## src/rtl/acc_sequencer.sv

```systemverilog
// Sequencer that computes operand x count by driving an external accumulator through clear/add/done phases.
// Optional overflow tracking is enabled by defining ACC_SEQ_OVERFLOW_EN.
module acc_sequencer #(
    parameter int WIDTH = 8
) (
    input  logic             clock,
    input  logic             reset,
    input  logic             start,
    input  logic [WIDTH-1:0] operand,
    input  logic [WIDTH-1:0] count,
    input  logic [WIDTH-1:0] acc_value,
    output logic [WIDTH-1:0] acc_data,
    output logic             acc_update,
    output logic             acc_clear,
    output logic             busy,
    output logic             done,
    output logic [WIDTH-1:0] result,
    output logic             overflow
);

    typedef enum logic [1:0] {
        IDLE  = 2'd0,
        CLEAR = 2'd1,
        ADD   = 2'd2,
        DONE  = 2'd3
    } state_t;

    state_t           r_state;
    state_t           w_nextState;
    logic [WIDTH-1:0] r_op;
    logic [WIDTH-1:0] r_rem;
    logic [WIDTH-1:0] r_result;

    always_ff @(posedge clock) begin
        if (!reset) begin
            r_state <= IDLE;
        end else begin
            r_state <= w_nextState;
        end
    end

    // ADD exits while r_rem is 1, so exactly count update pulses are issued.
    always_comb begin
        w_nextState = r_state;
        case (r_state)
            IDLE:    if (start) w_nextState = CLEAR;
            CLEAR:   w_nextState = (r_rem != '0) ? ADD : DONE;
            ADD:     if (r_rem == WIDTH'(1)) w_nextState = DONE;
            DONE:    w_nextState = IDLE;
            default: w_nextState = IDLE;
        endcase
    end

    always_ff @(posedge clock) begin
        if (!reset) begin
            r_op     <= '0;
            r_rem    <= '0;
            r_result <= '0;
        end else begin
            case (r_state)
                IDLE: begin
                    if (start) begin
                        r_op  <= operand;
                        r_rem <= count;
                    end
                end
                ADD:     r_rem    <= r_rem - WIDTH'(1);
                DONE:    r_result <= acc_value;
                default: ;
            endcase
        end
    end

    assign acc_data   = r_op;
    assign acc_update = (r_state == ADD);
    assign acc_clear  = (r_state == CLEAR);
    assign busy       = (r_state != IDLE);
    assign done       = (r_state == DONE);
    assign result     = (r_state == DONE) ? acc_value : r_result;

`ifdef ACC_SEQ_OVERFLOW_EN
    logic [WIDTH:0] r_shadowSum;
    logic [WIDTH:0] w_nextSum;
    logic           r_ovf;

    assign w_nextSum = r_shadowSum + {1'b0, r_op};

    // Shadow sum mirrors the accumulator with one extra bit to catch the carry.
    always_ff @(posedge clock) begin
        if (!reset) begin
            r_shadowSum <= '0;
            r_ovf       <= 1'b0;
        end else if (r_state == CLEAR) begin
            r_shadowSum <= '0;
            r_ovf       <= 1'b0;
        end else if (r_state == ADD) begin
            r_shadowSum <= w_nextSum;
            if (w_nextSum[WIDTH]) begin
                r_ovf <= 1'b1;
            end
        end
    end

    assign overflow = r_ovf;
`else
    assign overflow = 1'b0;
`endif

endmodule

```

## config.mk

```make
export PLATFORM = sky130hd
export DESIGN_NAME = acc_sequencer
export DESIGN_NICKNAME = d
export VERILOG_FILES = /design/src/rtl/acc_sequencer.sv
export SDC_FILE = /design/constraint.sdc
export NUM_CORES = 1
export LEC_CHECK = 0
export ABC_AREA = 0
export CORE_UTILIZATION = 48
export DETAILED_ROUTE_END_ITERATION = 7
export GPL_TIMING_DRIVEN = 1
export PLACE_DENSITY_LB_ADDON = 0.25
export SKIP_CTS_REPAIR_TIMING = 1
export SLEW_MARGIN = 20
export SYNTH_ARGS = -nofsm -noshare
export SYNTH_HDL_FRONTEND = slang
export SYNTH_SLANG_ARGS = --single-unit
```

## constraint.sdc

```tcl
create_clock -name clock -period 2.6 [get_ports clock]
set_input_delay 0.26 -clock clock [delete_from_list [all_inputs] [get_ports clock]]
set_output_delay 0.26 -clock clock [all_outputs]
set_load 0.02 [all_outputs]
```

==> impl_metrics.csv <==
group,metric,value,unit
global_routing,antenna_found_initial,0,
placed_design,globalplace.congestion,0.808,
global_routing,grt_max_degree,17,
global_routing,grt_overflow,0,
final_layout,antenna_cells,0,
final_layout,syn_to_final_growth,37.5,%
worst_setup_path,critical_path_class,"flop to primary output",
route,dr.pass1.iters,4,
route,first_iter_violations,20,
sta,worst_slew_pin_slew,0.685,ns
sta,tns,0,ns
global_routing,track_usage,0.216,
clock_tree,cts_tree,"done",
yosys,syn_nets,188,
yosys,seq_area_frac_synth,0.382,
yosys,synth_area_leaders,"dfxtp_1 (38%), ha_1 (7.3%), mux2_2 (6.6%)",
worst_setup_path,reg2reg_to,"r_rem[6]$_SDFFE_PN0P_",
sta,skew,0.00184,ns
power_and_ir_drop,powerDensity,935,nW/um^2
min_path,hold_class,"flop to flop",
worst_setup_path,worstPathArrival,2.10,ns
sta,period_needed,2.36,ns
route,vias,1232,
yosys,ys_ff_latch,26,
worst_setup_path,reg2reg_slack,0.51,ns
sta,slew_headroom,0.535,
job,maxCapViolCount,0,
power_and_ir_drop,p_total,1.75,mW
worst_setup_path,critPathCaptureType,"primary output",
route,wl_met3,165,um
power_and_ir_drop,p_leak,0.734,nW
final_layout,fin_nets,233,
outcome,status,"complete, no violations",
worst_setup_path,critPathCapture,"result[0]",
power_and_ir_drop,peakVddDrop,0.601,mV
placed_design,post-dp-hpwl,2410,um
final_layout,drive_gt1_frac,0.127,
route,top_layer,"met4",
sta,rsz0062_at_grt,"false",
route,final_antenna_net_count,0,
worst_setup_path,start_kind,"flop",
die,start_util,0.526,
global_routing,grt_pass1_wl,5400,um
die,die_y,55.3,um
clock_tree,clk_pin_slew,0.14,ns
yosys,synth_area,1360,um^2
clock_tree,clk_latency,0.32,ns
clock_tree,ctsLongestPathBuffers,2,
route,drt-total-wl,3010,um
route,wirelength_met1,1290,um
yosys,synth_top_area_cell,"dfxtp_1",
die,die_area,3060,um^2
placed_design,port_buffers,46,
sta,hold_viol_final,0,
clock_tree,clock_sinks,26,
sta,slew_violations,0,
sta,period_share,0.908,
sta,fmax,424,MHz
sta,setup_viol,0,
die,core-area,2590,um^2
final_layout,postLayoutCoreUtil,0.723,
sta,holdWs,0.469,ns
route,routedWlPerCell,13.3,um
route,drc_errors,0,
worst_setup_path,cp.required,2.34,ns
yosys,syn_area_per_cell,8.91,um^2
min_path,whs_path_depth,2,
yosys,syn_inst,153,
yosys,synth_cell_types,39,
route,wl_met2,1530,um
worst_setup_path,cp_max_fo,9,
die,boundaryPins,48,
route,viasPerCell,5.43,
clock_tree,cts_root_buf,"clkbuf_4",
yosys,synth_top_area_frac,0.382,
clock_tree,cts_buffers,3,
worst_setup_path,r2r-start,"r_state[0]$_SDFFE_PN0P_",
die,die_x,55.3,um
clock_tree,ctsHtreeMaxLevel,1,
global_routing,grt_pass1_vias,1248,
worst_setup_path,crit_start,"r_state[0]$_SDFFE_PN0P_",
yosys,ys_warn_count,0,
worst_setup_path,r2r_cells,5,
die,num_rows,18,
-- sequential cells by signal (all words and copies together) (netlist names) --
register  count
acc_data      8
r_rem         8
r_result      8
r_state       2
-- layer usage --
| metal | vias to the layer above | global-route usage |
|---|---|---|
| li1 | 619 | - |
| met1 | 568 | 0.248 |
| met2 | 41 | 0.404 |
| met3 | 4 | 0.0351 |
| met4 | 0 | 0.0643 |
| met5 | - | 0 |
-- Yosys cell counts, drive strengths merged --
library cell	count
dfxtp	26
a21oi	17
nand2	16
nand3	10
nor2	10
mux2	9
and2	8
ha	8
inv	7
buf	5
o21ai	5
clkbuf	3
nor4	3
a21o	2
a31oi	2
mux2i	2
nand2b	2
nor2b	2
o211ai	2
o221a	2
a211oi	1
a32oi	1
and2b	1
conb	1
nand3b	1
nor3	1
o21a	1
o22a	1
o311a	1
o31a	1
o31ai	1
or2	1
-- cell families after synthesis --
logic type / share of synthesized area
compound gates: 0.176
fa+ha+maj: 0.0735
buf+inv: 0.0478
flops: 0.382
mux: 0.0946
other cells: 0.00275
simple gates: 0.223
-- power breakdown --
group          total, mW  internal, mW  switching, mW
logic              0.950         0.445          0.505
registers          0.594         0.491          0.103
clock network      0.207        0.0857          0.121
total               1.75          1.02          0.729
-- worst max-delay path: stages (launching register included) --
cell and delay [ns]:
dfxtp_1 0.43, ha_1 0.41, mux2_2 0.39, clkdlybuf4s50_1 0.55
-- cell type report --
class                      count  area [um^2]
clock buffer                   4         36.3
sequential                    26          520
tap                           30         37.5
inverter                       7         26.3
multi-input combinational    112          777
fill                         198          717
timing repair buffer          48          475
-- through the flow --
| stage | instances | cell area, um^2 | setup slack (ns) |
|---|---|---|---|
| 2_1_floorplan | 153 | 1360 | 0.961 |
| 3_3_place_gp | 223 | 1840 | 0.610 |
| 3_5_place_dp | 223 | 1840 | 0.527 |
| 4_1_cts | 227 | 1870 | 0.223 |
| 5_1_grt | 227 | 1870 | 0.134 |
| 6_report | 227 | 1870 | 0.240 |
-- worst min-delay path by stage --
stage / start / endpoint
4_1_cts: acc_data[1]$_SDFFE_PN0P_ / acc_data[1]$_SDFFE_PN0P_
3_5_place_dp: acc_data[1]$_SDFFE_PN0P_ / acc_data[1]$_SDFFE_PN0P_
6_report: acc_data[1]$_SDFFE_PN0P_ / acc_data[1]$_SDFFE_PN0P_
3_3_place_gp: acc_data[6]$_SDFFE_PN0P_ / acc_data[6]$_SDFFE_PN0P_
2_1_floorplan: reset / r_result[0]$_SDFF_PN0_
5_1_grt: operand[5] / acc_data[5]$_SDFFE_PN0P_
-- layout by cell type (no fill, tap or decap), types with 2 or more instances in the layout --
cell type        count
o21ai_0              5
ha_1                 8
a21o_1               2
nand2b_1             2
o211ai_1             2
and2_1               8
a21oi_1             17
nand2_1             15
nor2_1               9
o221a_2              2
nand3_1             10
nor4_4               2
mux2_2               8
inv_1                7
dfxtp_1             26
buf_4                2
clkdlybuf4s50_1     46
clkbuf_4             3
nor2b_1              2
Note: power is estimated with default switching activity, not from simulation.
